**src/rtl/hub75_pkg.sv**
```systemverilog
// Shared HUB75 panel geometry, pixel word layout and frame sender state encoding.
package hub75_pkg;

  localparam int PANEL_WIDTH  = 64;
  localparam int PANEL_HEIGHT = 32;
  localparam int PIXEL_BITS   = 16;

  localparam int RED_MSB   = 15;
  localparam int RED_LSB   = 12;
  localparam int GREEN_MSB = 11;
  localparam int GREEN_LSB = 8;
  localparam int BLUE_MSB  = 7;
  localparam int BLUE_LSB  = 4;

  localparam int FRAME_WORDS = PANEL_WIDTH * PANEL_HEIGHT;

  typedef enum logic [2:0] {
    ST_IDLE,
    ST_FETCH,
    ST_LOAD,
    ST_LOW,
    ST_HIGH,
    ST_DONE
  } sender_state_t;

endpackage

```
**src/rtl/spi_shift_out.sv**
```systemverilog
// SPI mode-0 word shifter: half-period divider, low/high phasing and bit counter.
// Runs only while the frame FSM holds run high; load restarts a fresh word MSB first.
module spi_shift_out #(
  parameter int WORD_BITS = 16,
  parameter int CLK_DIV   = 2
) (
  input  logic                 sys_clk,
  input  logic                 reset,
  input  logic                 load,
  input  logic [WORD_BITS-1:0] word,
  input  logic                 run,
  input  logic                 clear,
  output logic                 half_done,
  output logic                 bit_done,
  output logic                 word_done,
  output logic                 spi_clk,
  output logic                 spi_mosi
);

  localparam int DIV_W = (CLK_DIV > 1) ? $clog2(CLK_DIV) : 1;
  localparam int BIT_W = $clog2(WORD_BITS);
  localparam logic [DIV_W-1:0] DIV_LAST = DIV_W'(CLK_DIV - 1);
  localparam logic [BIT_W-1:0] BIT_LAST = BIT_W'(WORD_BITS - 1);

  logic [DIV_W-1:0]     div_cnt;
  logic [BIT_W-1:0]     bit_idx;
  logic [WORD_BITS-2:0] shreg;

  assign half_done = run && (div_cnt == '0);
  assign bit_done  = half_done && spi_clk;
  assign word_done = bit_done && (bit_idx == '0);

  // MSB goes straight to spi_mosi at load, so the shift register holds only the remaining bits.
  always_ff @(posedge sys_clk or posedge reset) begin
    if (reset) begin
      div_cnt  <= '0;
      bit_idx  <= '0;
      shreg    <= '0;
      spi_clk  <= 1'b0;
      spi_mosi <= 1'b0;
    end else if (load) begin
      div_cnt  <= DIV_LAST;
      bit_idx  <= BIT_LAST;
      shreg    <= word[WORD_BITS-2:0];
      spi_mosi <= word[WORD_BITS-1];
      spi_clk  <= 1'b0;
    end else if (clear) begin
      spi_mosi <= 1'b0;
    end else if (run) begin
      if (div_cnt != '0) begin
        div_cnt <= div_cnt - 1'b1;
      end else begin
        div_cnt <= DIV_LAST;
        spi_clk <= ~spi_clk;
        if (spi_clk && (bit_idx != '0)) begin
          bit_idx  <= bit_idx - 1'b1;
          spi_mosi <= shreg[WORD_BITS-2];
          shreg    <= {shreg[WORD_BITS-3:0], 1'b0};
        end
      end
    end
  end

endmodule

```
**src/rtl/spi_frame_sender.sv**
```systemverilog
// Streams one framebuffer from a 1-cycle-latency RAM out over a chip-select-less SPI link.
// state | meaning
// IDLE  | waiting for start
// FETCH | RAM read strobe for word_idx
// LOAD  | capture RAM data into the shifter
// LOW   | spi_clk low half-period
// HIGH  | spi_clk high half-period
// DONE  | one-cycle done pulse
module spi_frame_sender
  import hub75_pkg::*;
#(
  parameter int WIDTH      = PANEL_WIDTH,
  parameter int HEIGHT     = PANEL_HEIGHT,
  parameter int WORD_BITS  = PIXEL_BITS,
  parameter int ADDR_WIDTH = 11,
  parameter int CLK_DIV    = 2
) (
  input  logic                  sys_clk,
  input  logic                  reset,
  input  logic                  start,
  output logic                  busy,
  output logic                  done,
  output logic [ADDR_WIDTH-1:0] mem_addr,
  output logic                  mem_rd_en,
  input  logic [WORD_BITS-1:0]  mem_data,
  output logic                  spi_clk,
  output logic                  spi_mosi
);

  localparam logic [ADDR_WIDTH-1:0] LAST_WORD = ADDR_WIDTH'(WIDTH * HEIGHT - 1);

  sender_state_t         state, state_nxt;
  logic [ADDR_WIDTH-1:0] word_idx;
  logic                  load, run, clear;
  logic                  half_done, bit_done, word_done;
  logic                  last_word;

  assign last_word = (word_idx == LAST_WORD);

  always_ff @(posedge sys_clk or posedge reset) begin
    if (reset) begin
      state    <= ST_IDLE;
      word_idx <= '0;
    end else begin
      state <= state_nxt;
      if ((state == ST_HIGH) && word_done && !last_word)
        word_idx <= word_idx + 1'b1;
      else if ((state == ST_IDLE) || (state == ST_DONE))
        word_idx <= '0;
    end
  end

  always_comb begin
    state_nxt = state;
    load      = 1'b0;
    run       = 1'b0;
    clear     = 1'b0;
    case (state)
      ST_IDLE:  if (start) state_nxt = ST_FETCH;
      ST_FETCH: state_nxt = ST_LOAD;
      ST_LOAD: begin
        load      = 1'b1;
        state_nxt = ST_LOW;
      end
      ST_LOW: begin
        run = 1'b1;
        if (half_done) state_nxt = ST_HIGH;
      end
      ST_HIGH: begin
        run = 1'b1;
        if (bit_done) begin
          if (!word_done)    state_nxt = ST_LOW;
          else if (last_word) state_nxt = ST_DONE;
          else               state_nxt = ST_FETCH;
        end
      end
      ST_DONE: begin
        clear     = 1'b1;
        state_nxt = ST_IDLE;
      end
      default: state_nxt = ST_IDLE;
    endcase
  end

  assign busy      = (state != ST_IDLE);
  assign done      = (state == ST_DONE);
  assign mem_rd_en = (state == ST_FETCH);
  assign mem_addr  = word_idx;

  spi_shift_out #(
    .WORD_BITS (WORD_BITS),
    .CLK_DIV   (CLK_DIV)
  ) u_shift (
    .sys_clk   (sys_clk),
    .reset     (reset),
    .load      (load),
    .word      (mem_data),
    .run       (run),
    .clear     (clear),
    .half_done (half_done),
    .bit_done  (bit_done),
    .word_done (word_done),
    .spi_clk   (spi_clk),
    .spi_mosi  (spi_mosi)
  );

endmodule

```
**config.mk**
```make
export PLATFORM = sky130hd
export DESIGN_NAME = spi_frame_sender
export DESIGN_NICKNAME = d
export VERILOG_FILES = /design/src/rtl/hub75_pkg.sv /design/src/rtl/spi_shift_out.sv /design/src/rtl/spi_frame_sender.sv
export SDC_FILE = /design/constraint.sdc
export NUM_CORES = 1
export LEC_CHECK = 0
export CORE_ASPECT_RATIO = 0.9
export CORE_UTILIZATION = 59
export CTS_BUF_LIST = sky130_fd_sc_hd__clkbuf_2 sky130_fd_sc_hd__clkbuf_4 sky130_fd_sc_hd__clkbuf_8
export CTS_CLUSTER_DIAMETER = 200
export DETAILED_ROUTE_END_ITERATION = 16
export PLACE_DENSITY = 0.95
export SYNTH_ARGS = -nofsm -noshare
export SYNTH_HDL_FRONTEND = slang
export SYNTH_SLANG_ARGS = --single-unit
export TNS_END_PERCENT = 100
```
**constraint.sdc**
```tcl
create_clock -name sys_clk -period 5 [get_ports sys_clk]
set_clock_uncertainty 0.15 [all_clocks]
set_input_delay 1.25 -clock sys_clk [delete_from_list [all_inputs] [get_ports sys_clk]]
set_output_delay 1.25 -clock sys_clk [all_outputs]
set_load 0.01 [all_outputs]
```
==> impl_summary.md, run 1 <==
Clock network
For this design, the CTS-stage hold fixing added 0 buffers. The count of buffers added by post-CTS timing repair for setup is 0. The clock root buffer is sky130_fd_sc_hd__clkbuf_8. TritonCTS built the clock tree.

In this run the number of H-tree levels came out at 2. The total clock sinks is 36. The post-cts gate resize count is 0. Counting the buffers created by CTS gives 5. After clock tree synthesis, the clock-pin slew on the worst setup and hold paths is 0.07 ns. No sink is reached through more buffers than the 2 on the longest clock path. The clock latency reported for the late side of the worst-skew pair is just under 0.3 ns.

Power
The power density over the cells is a little over 200 mW/mm2. Of the total power, the share spent switching nets is a little over a fifth. The sequential cell fraction of total power is a little under three fifths. The design draws 517 uW. The analysis attributes to cell leakage a power of between 1 and 1.5 nW. In this run, the combinational gates consume under 10% of the power. The switching power total is 108 uW. The portion of total power attributed to the clock network is 38.3%. The maximum VDD drop is approximately 160 uV. The internal cell power is between 400 and 500 uW.

Synthesis
The synthesized netlist occupies a cell area of 0.00209 mm2. For this run, asynchronously set or reset flops after synthesis account for between 90% and 100%. After synthesis, the mean cell area works out to 11.3 um2. The area share of the largest cell type after synthesis is 43.1%. Counting instances in the post-synthesis netlist gives the leading cell types as sky130_fd_sc_hd__dfrtp_1 (36), sky130_fd_sc_hd__mux2_2 (23), sky130_fd_sc_hd__nor3_1 (12). Yosys mapped a number of flops with a built-in enable equal to 0.

The number of synthesis warnings is 0. The number of register bits inferred by synthesis is 36. Sequential cells were found to cover ~43% of the synthesized design area. Synthesis produced about 180 cells.

Ranked by total cell area, the synthesized netlist is headed by sky130_fd_sc_hd__dfrtp_1 (43%), sky130_fd_sc_hd__mux2_2 (12%), sky130_fd_sc_hd__mux2_4 (5.0%), sky130_fd_sc_hd__a221o_1 (3.4%), sky130_fd_sc_hd__nor3_1 (2.9%). The count of distinct cell types in the synthesized netlist is 48. The commonest register cell after synthesis is sky130_fd_sc_hd__dfrtp_1.

The cell taking the most area after synthesis is sky130_fd_sc_hd__dfrtp_1. In the post-synthesis netlist, the cell with the most instances is sky130_fd_sc_hd__dfrtp_1. When the netlist entered floorplanning its net count stood at 206.

Drt
For this block, the via count after detailed routing is about 1600. The first-pass iteration count of the detailed router is 4. The final routed DRC violation total is 0. The vias per cell is 5.94. The post-detailed-route count of antenna-violating nets is 0. The final wirelength is around 4.3 mm. After detailed routing, the average wire length per cell comes to roughly 16 um.

The iteration-0 DRC count of the detailed router is between 150 and 200.

Die
The horizontal die dimension is 64.7 um. The I/O pin total is 35. The initial utilization of the core area, before any placement, comes to ~60%. The site row count is 20. The core region is roughly 0.0034 mm2.

The die covers around 0.0038 mm2. The vertical extent of the die is about 60 um.

Worst setup path
The worst setup path is captured at an output pin. In this run the critical register-to-register path is captured at u_shift.shreg[2]. The launch point of the worst reg-to-reg path is state[1]. The nature of the critical path startpoint is a register. Setup slack on the worst reg-to-reg path comes out at about 2.6 ns. Tracing the worst setup path back leads to its startpoint at state[1]. Data on the critical path arrives at its endpoint at between 1.5 and 2 ns.

The number of cells on the worst reg-to-reg path is 4. The largest fanout on the critical path is 14. The data required time of the critical path is ~3.6 ns. The critical path in this run is classified as register to output pin.

STA
The clock period minus final worst setup slack is around 3.2 ns. The count of endpoints failing setup in the final report is 0. The relative slew slack is a little under half. Setup repair after global routing left no endpoint under its margin. The fmax is ~310 MHz. The hold violation total from the final report came to 0. The post-route setup TNS is 0 ns. The max-slew violation count came to 0. Of the available clock period, the critical path in the final layout requires about 64%. The slew at the pin closest to its max-slew limit is 0.807 ns.

Worst hold path
In this run the worst hold path is classified as register to register. The start point of the worst hold path is u_shift.shreg[11]. The worst hold path cell count is 1.

The path with the worst hold slack has its endpoint at u_shift.shreg[11].

Placed design
The count of buffers added on input and output ports is 34. The half-perimeter wire length after placement is about 3.0 mm. Counting tap cells, the placed design contains a total of 257 instances. At the end of routability-driven placement, the weighted congestion stood at a little over 0.8.

Summing all placed instances gives a cell area of 0.00245 mm2.

Finish
Once layout is done, the placed cells without fillers occupy 0.00253 mm2. The filler cell count in the final layout is 238. Cells with a size suffix above 1 make up between 20% and 30% of the layout. The number of antenna diodes in the final layout is 0. Relative to the synthesized area, the layout overhead comes to 21.2%.

The number of nets in the finished design is roughly 240. The post-route non-filler standard cell count is around 260.

Run
Max-cap violations in this run came to 0.

GRT
The number of antenna violations at the first check in global routing was 0. Global routing finished with a remaining overflow of 0. The largest net degree at the start of global routing is 37. The total global-route track usage is 24.5%. The via count of the first global-routing pass is ~1500. The first global-routing pass estimated 6.88 mm of wire.

Run status
The run finished with clean final reports.
==> kinds of logic after synthesis <==
family / Yosys count / share of synthesized area, %
buf+inv: 14 / 3.48
flops: 36 / 43.1
mux: 34 / 19.4
compound gates: 32 / 12.2
fa+ha+maj: 3 / 1.80
simple gates: 63 / 19.2
xor+xnor: 2 / 0.839
==> power by group through the flow <==
stage	Sequential (mW)	Combinational [mW]	Clock, mW
finish	0.294	0.0246	0.198
global route	0.294	0.0267	0.218
CTS	0.294	0.0251	0.203
detailed placement	0.300	0.0250	0
global placement	0.300	0.0246	0
floorplan	0.300	0.00733	0
==> registers in the layout, indices dropped and copies added (netlist names) <==
register / cells
u_shift.shreg: 15
mem_addr: 11
u_shift.bit_idx: 4
state: 3
u_shift.div_cnt: 1
u_shift.spi_clk: 1
u_shift.spi_mosi: 1
==> critical path, cell delays in order (launching register included) <==
cell	delay, ns
sky130_fd_sc_hd__dfrtp_1	0.54
sky130_fd_sc_hd__nor3_1	0.41
sky130_fd_sc_hd__inv_1	0.07
sky130_fd_sc_hd__clkdlybuf4s50_1	0.49
==> worst max path at each step <==
stage	slack [ns]	to	cells past startpoint
2_1_floorplan	2.63	busy	3
3_3_place_gp	2.19	busy	3
3_5_place_dp	2.15	busy	3
4_1_cts	1.79	busy	3
5_1_grt	1.69	busy	3
6_report	1.80	busy	3
==> through the flow <==
stage / hold WS [ns] / worst slack (ns) / utilization, %
floorplan: 0.327 / 2.63 / -
global placement: 0.337 / 2.19 / 72.5
detailed placement: 0.345 / 2.15 / 72.5
CTS: 0.360 / 1.79 / 74.9
global route: 0.366 / 1.69 / 74.9
finish: 0.355 / 1.80 / 74.9
==> routing by layer <==
metal	global-route usage [%]	part of all wire [%]
met4	8.57	2.4
met1	32.7	45
met5	0	0
met3	7.56	4.1
met2	37.9	48
==> cell type report <==
cell class | instances | area (um2) | area share [%]
clock inverters | 1 | 5.00 | 0.198
multi-input cells | 134 | 1110 | 44.1
repair buffers | 35 | 348 | 13.7
flip-flops and latches | 36 | 901 | 35.6
inverters | 8 | 30.0 | 1.19
well taps | 44 | 55.1 | 2.18
clock buffers | 6 | 76.3 | 3.02
==> cells in the final DEF (no fill, tap or decap), drive strengths merged, types with 2 or more instances in the layout <==
master,instances
a21oi,3
a221o,7
clkbuf,6
clkdlybuf4s50,34
dfrtp,36
ha,3
inv,8
mux2,30
mux2i,4
nand2,11
nand2b,3
nand3,9
nor2,9
nor2b,3
nor3,13
nor3b,3
o21a,2
o21ai,7
o22ai,3
or3,2
or3b,2
Power figures use the tool's default switching activity.
==> inputs of run 2 (changes only) <==
--- a/config.mk
+++ b/config.mk
@@ -6,11 +6,11 @@
 export NUM_CORES = 1
 export LEC_CHECK = 0
 export CORE_ASPECT_RATIO = 0.9
-export CORE_UTILIZATION = 59
+export CORE_UTILIZATION = 55
 export CTS_BUF_LIST = sky130_fd_sc_hd__clkbuf_2 sky130_fd_sc_hd__clkbuf_4 sky130_fd_sc_hd__clkbuf_8
 export CTS_CLUSTER_DIAMETER = 200
 export DETAILED_ROUTE_END_ITERATION = 16
-export PLACE_DENSITY = 0.95
+export PLACE_DENSITY = 0.91
 export SYNTH_ARGS = -nofsm -noshare
 export SYNTH_HDL_FRONTEND = slang
 export SYNTH_SLANG_ARGS = --single-unit
==> constraint.sdc (replaced) <==
create_clock -name sys_clk -period 3 [get_ports sys_clk]
set_clock_uncertainty 0.15 [all_clocks]
set_input_delay 0.75 -clock sys_clk [delete_from_list [all_inputs] [get_ports sys_clk]]
set_output_delay 0.75 -clock sys_clk [all_outputs]
set_load 0.01 [all_outputs]
==> run 2 against run 1 <==
First-iteration DRC count down 25%; critical path depth unchanged; hold slack better by 0.0012 ns; cell area up 0.94%; sequential cell count unchanged; via count up 0.32%; critical endpoint is now mem_rd_en.
==> impl_summary.md, run 2 (same netlist as run 1, synthesis figures left out) <==
Run status
Status: completed (unchanged).

Clock network
The clock root buffer is sky130_fd_sc_hd__clkbuf_8 (unchanged). The total clock sinks is 36 (unchanged). The hold buffer count at cts is 0 (unchanged). The CTS clock-pin slew for the worst setup and hold paths is 0.07 ns (about the same). The clock tree from TritonCTS is yes (unchanged).

The maximum root-to-sink buffer count was 2 (unchanged). The number of CTS-inserted buffers is 5 (unchanged). The post-cts gate resize count is 0 (unchanged). The clock latency reported for the late side of the worst-skew pair is 0.29 ns (about the same). The count of buffers added by post-CTS timing repair for setup is 0 (unchanged). The deepest level of the CTS H-tree is 2 (unchanged).

GRT
The largest net degree at the start of global routing is 37 (unchanged). The final global-route overflow total is 0 (unchanged). The total global-route track usage is 24.5% (about the same). The via count of the first global-routing pass is 1502 (was 1513). The wire length of the first global-routing pass was 7.18 mm (was 6.88 mm).

The number of antenna violations at the first check in global routing came to 0 (unchanged).

Drt
The final routed DRC violation total is 0 (unchanged). The total via count after detailed routing is 1574 (was 1569). The first-pass iteration count of the detailed router came to 5 (was 4). The post-detailed-route count of antenna-violating nets is 0 (unchanged).

The final wirelength was 4.20 mm (was 4.27 mm). The vias per cell is 5.92 (was 5.94). The iteration-0 DRC count of the detailed router came to 114 (was 153).

The routed length per placed instance is 15.8 um (was 16.2 um).

Finish
The number of flip-flops under the largest register name is 15 (unchanged). The total inserted antenna cells is 0 (unchanged). The most common library cell in the layout ignoring fill and taps is sky130_fd_sc_hd__dfrtp_1 (unchanged).

Most frequent cells in the layout: sky130_fd_sc_hd__dfrtp_1 (36), sky130_fd_sc_hd__clkdlybuf4s50_1 (34), sky130_fd_sc_hd__mux2_2 (23), sky130_fd_sc_hd__nor3_1 (12), sky130_fd_sc_hd__nand2_1 (11) (unchanged). The number of nets in the finished design is 243 (was 242). The register area was 901 um2 (unchanged).

The share of layout cells above drive strength 1 is 22.5% (was 21.8%). The filler cell count in the final layout was 247 (was 238). The area used by multi-input combinational logic came to 0.00111 mm2 (unchanged).

The register bank with the most flops is u_shift.shreg (unchanged). The area of all placed cells without fillers is 0.00255 mm2 (was 0.00253 mm2). The post-layout utilization of the core is 72.9% (was 74.9%). The growth of design area from synthesis to finish came to 22.3% (was 21.2%).

Placed design
The weighted congestion reported at the end of routability-driven placement is 0.865 (was 0.815). The half-perimeter wire length after placement is 2.91 mm (was 2.96 mm). The count of port buffers added during placement is 34 (unchanged). The cell area reported after detailed placement is 0.00246 mm2 (was 0.00245 mm2).

Run
The number of maximum-capacitance constraint violations is 0 (unchanged).

Worst setup path
The buffering stage count on the worst path with inverters included came to 2 (unchanged). The start-to-end type of the worst setup path is register to output pin (unchanged). The arrival time of the worst setup path is 1.77 ns (was 1.80 ns). The worst reg2reg path depth came to 3 (was 4). The largest fanout on the critical path is 12 (was 14). The endpoint type of the worst setup path is an output pin (unchanged). The number of cells on the critical path is 3 (unchanged). The critical-path cell with the highest stage delay is sky130_fd_sc_hd__dfrtp_1 (unchanged). The internal reg-to-reg setup slack was 0.74 ns (was 2.61 ns). The cell class contributing the biggest share of worst-path delay is buffers and inverters (unchanged). The beginning of the critical path is state[0] (was state[1]). The launch point of the worst reg-to-reg path is state[1] (unchanged). The capture point of the worst path is mem_rd_en (was busy). The maximum single-stage delay on the critical path was 0.58 ns (was 0.54 ns). The nature of the critical path startpoint is a register (unchanged). The endpoint of the most critical register-to-register path was u_shift.shreg[13] (was u_shift.shreg[2]). Critical Path, Cell by Cell: inv_1, nor3_1, clkdlybuf4s50_1 (was nor3_1, inv_1, clkdlybuf4s50_1). The data required time of the critical path was 2.10 ns (was 3.60 ns).

STA
The smallest hold slack is 0.356 ns (was 0.355 ns). The clock period minus final worst setup slack is approximately 2.7 ns. Timing would allow up to approximately 380 MHz. Dividing the final minimum period by the clock period gives about nine tenths.

Unrepaired setup endpoints after global routing: false (unchanged). The max-slew violation count is 0 (unchanged). The relative slew slack is 59.4% (was 46.1%).

The slew at the pin closest to its max-slew limit was 0.608 ns (was 0.807 ns). The post-route setup TNS is 0 ns (unchanged). The hold violation total from the final report was 0 (unchanged). The count of endpoints failing setup in the final report is 0 (unchanged).

Die
The horizontal die dimension is 67.0 um (was 64.7 um). The initial core utilization is 59.6% (was 61.8%). The I/O pin total is 35 (unchanged). The site row count was 20 (unchanged). The floorplan core area is 0.00350 mm2 (was 0.00338 mm2). The full die area is 0.00405 mm2 (was 0.00378 mm2). The vertical extent of the die is 60.5 um (was 58.4 um).

Power
The maximum VDD drop is 267 uV (was 164 uV). The power density over the cells is 355 mW/mm2 (was 204 mW/mm2). The leakage dissipation is 1.13 nW (was 1.12 nW).

Worst hold path
The start point of the worst hold path is u_shift.shreg[4] (was u_shift.shreg[11]). The worst min-delay path class is register to register (unchanged).
## run 2: changes by cell type in the layout (fill, tap and decap cells not counted)
cell / delta
sky130_fd_sc_hd__clkinv_2: -1
sky130_fd_sc_hd__buf_4: +1
sky130_fd_sc_hd__clkbuf_8: +1
sky130_fd_sc_hd__clkbuf_4: +1
## run 2: cell type report
class / instances / share of cell area [%]
well taps: 44 / 2.16
inverters: 8 / 1.18
clock buffers: 8 / 3.82
multi-input cells: 134 / 43.7
repair buffers: 36 / 13.9
flip-flops and latches: 36 / 35.3
## run 2: power by group
group	leakage [nW]	internal (mW)	total, mW	switching [mW]
sequential	0.481	0.488	0.490	0.00194
combinational	0.600	0.0264	0.0411	0.0147
clock	0.0523	0.205	0.376	0.171
total	1.13	0.720	0.908	0.187
## run 2: stage by stage
| step | worst slack, ns | total power [mW] | std cells |
|---|---|---|---|
| 2_1_floorplan | 1.04 | 0.512 | 184 |
| 3_3_place_gp | 0.689 | 0.541 | 258 |
| 3_5_place_dp | 0.660 | 0.541 | 258 |
| 4_1_cts | 0.347 | 0.909 | 266 |
| 5_1_grt | 0.195 | 0.942 | 266 |
| 6_report | 0.334 | 0.908 | 266 |
## run 2: metal layers
layer	wire length (um)	part of all wire, %	vias to the layer above	GRT usage (%)
met5	0	0	-	0
met4	88	2.1	0	13.4
met3	203	4.8	8	5.83
met2	1860	44	48	35.1
met1	2050	49	755	34.6
li1	-	-	763	-
## run 2: worst min-delay path by stage
stage | depth (start not counted) | slack (ns) | endpoint
finish | 1 | 0.36 | u_shift.shreg[4]
global route | 1 | 0.38 | u_shift.shreg[5]
CTS | 1 | 0.36 | u_shift.shreg[11]
detailed placement | 1 | 0.34 | u_shift.shreg[2]
global placement | 1 | 0.34 | u_shift.shreg[13]
floorplan | 1 | 0.33 | u_shift.shreg[10]
==> patch: new RTL, config.mk and constraints of run 1 <==
Re-encode `sender_state_t` (6 states) as Gray code, 3 bits wide.
--- a/src/rtl/hub75_pkg.sv
+++ b/src/rtl/hub75_pkg.sv
@@ -15,12 +15,12 @@
   localparam int FRAME_WORDS = PANEL_WIDTH * PANEL_HEIGHT;
 
   typedef enum logic [2:0] {
-    ST_IDLE,
-    ST_FETCH,
-    ST_LOAD,
-    ST_LOW,
-    ST_HIGH,
-    ST_DONE
+    ST_IDLE  = 3'b000,
+    ST_FETCH = 3'b001,
+    ST_LOAD  = 3'b011,
+    ST_LOW   = 3'b010,
+    ST_HIGH  = 3'b110,
+    ST_DONE  = 3'b111
   } sender_state_t;
 
 endpackage
Behaviour: same outputs for any inputs over 10 cycles, from zero or initial values and one cycle with reset high; not proved beyond that.
==> patch against run 1 <==
- area after synthesis decreased by 11%
- sequential power about the same
- global-route usage increased by 2.3 points
- synthesized cell count increased by 6.0%
- sequential share of layout area increased by 3.5 points
- hold slack got worse by 0.013 ns
- fmax increased by 0.82%
- wire length decreased by 5.8%
- worst setup slack improved by 0.026 ns
- cell area decreased by 8.9%
- die area decreased by 10%
- power increased by 0.74%
- first-iteration DRC count decreased by 34%
- sequential cell count unchanged
==> patch: results (changes against run 1) <==
Slew headroom 23.7% (-22 points); outcome finished, final reports clean; Num CTS Buffers 5 (unchanged); Resized cells post-CTS 0 (unchanged); CP Launch Point state[0]; internal power 0.000412 W (+0.77%); worst skew pair latency 0.34 ns (+0.05 ns); via/cell ratio 5.92 (-0.43%); hpwl dp 2.96 mm (-0.27%); Worst Hold End u_shift.shreg[1]; final net count 248 (+2.5%); Reg clk slew, reported paths 0.10 ns (+0.03 ns); initial antenna violation count 0 (unchanged); worst-path fanout max 11 (-3); Top reg by flops u_shift.shreg; pre-CTS setup slack 2.19 ns (+0.0390 ns); antenna cells 0 (unchanged); Worst Reg-to-Reg Cells 5 (+1); Reg2Reg Capture Point u_shift.shreg[8]; vias in the first global route 1521 (+0.53%); worst hold slack 0.342 ns (-0.0125 ns); syn avg cell area 9.57 um2 (-16%); worst r2r src u_shift.bit_idx[0]; maximum clock path buffer count 2 (unchanged); Synth Flop Type dfrtp_1; Final GP Congestion 0.891 (+9.3%); largest net degree at the start of global routing 32 (-14%); first-pass GRT wire length 6.68 mm (-2.9%); Hold/Removal Path Class register to register; Worst Path Arrival 1.77 ns (-0.03 ns); Fmax achieved 315 MHz (+0.82%); Wirelength per Cell 15.1 um (-6.8%); postcts setup bufs 0 (unchanged); Syn Nets 217 (+5.3%); layout cells sized above 1 5.73% (-16 points); synth unique cells 41 (-15%); PwrDens 226 nW/um2 (+11%); initial DRC count 101 (-34%); total wire length 4.02 mm (-5.8%); IO buf count 34 (unchanged); dpl cell area 2220 um2 (-9.1%); register area share after synthesis 48.3% (+5.1 points); Cells after DPL 259 (+0.78%); Global Route Usage Sum 26.8% (+2.3 points); reg-to-reg slack, setup 2.34 ns (-0.27 ns); WHS Path Cells 2 (+1); leakage power 0.950 nW (-15%); CTS root buf clkbuf_4; Synth area leaders dfrtp_1, mux2i_1, nand2_1; worst IR drop on VDD 0.260 mV (+59%); Worst Hold Launch u_shift.shreg[1]; most frequent cells after synthesis dfrtp_1, nand2_1, o21ai_0
[patch: changes by cell type after synthesis, moves of 5 or more]
cell      delta
and3_1       +5
mux2_2      -22
o21ai_0     +15
clkbuf_1     +7
nand2_1     +19
mux2_4       -7
nor3_1       -8
mux2i_1     +12
[patch: worst max path at each step]
stage | depth (start not counted) | end
after detailed placement | 2 | u_shift.bit_idx[2]
after global routing | 3 | busy
after global placement | 3 | mem_addr[10]
final | 3 | busy
after floorplan | 8 | mem_addr[8]
after CTS | 3 | busy
[patch: cell families after synthesis]
group	Yosys count	share of synthesized area [%]
AND/OR/NAND/NOR	74	20.4
AO/OA/AOI/OAI	42	14.1
flip-flops	36	48.3
buffers and inverters	19	4.09
multiplexers	17	9.18
XOR/XNOR	4	1.88
adder cells (fa/ha/maj)	3	2.01
[patch: critical path, cell delays in order, from the launching register on]
cell and delay [ns]:
dfrtp_1 0.49, nor3_1 0.38, inv_1 0.08, clkdlybuf4s50_1 0.49
[patch: cell type report]
type | instances | area, um2
Clock inverter | 3 | 42.5
Fill cell | 194 | 578
Multi-Input combinational cell | 140 | 896
Sequential cell | 36 | 901
Timing Repair Buffer | 35 | 348
Clock buffer | 5 | 37.5
Inverter | 8 | 30.0
Tap cell | 40 | 50.0
[patch: power groups by stage]
stage | combinational (W) | clock, W | sequential, W
global placement | 0.0000233 | 0 | 0.000300
global route | 0.0000264 | 0.000217 | 0.000295
floorplan | 0.00000636 | 0 | 0.000300
finish | 0.0000239 | 0.000203 | 0.000294
detailed placement | 0.0000242 | 0 | 0.000300
CTS | 0.0000244 | 0.000205 | 0.000294
[patch: layer usage]
metal  GRT usage (%)  vias to the layer above  part of all wire (%)
li1                -                      755                     -
met1            34.5                      757                    44
met2            40.5                       59                    49
met3            7.73                        9                   5.4
met4            13.6                        0                   1.8
met5               0                        -                     0
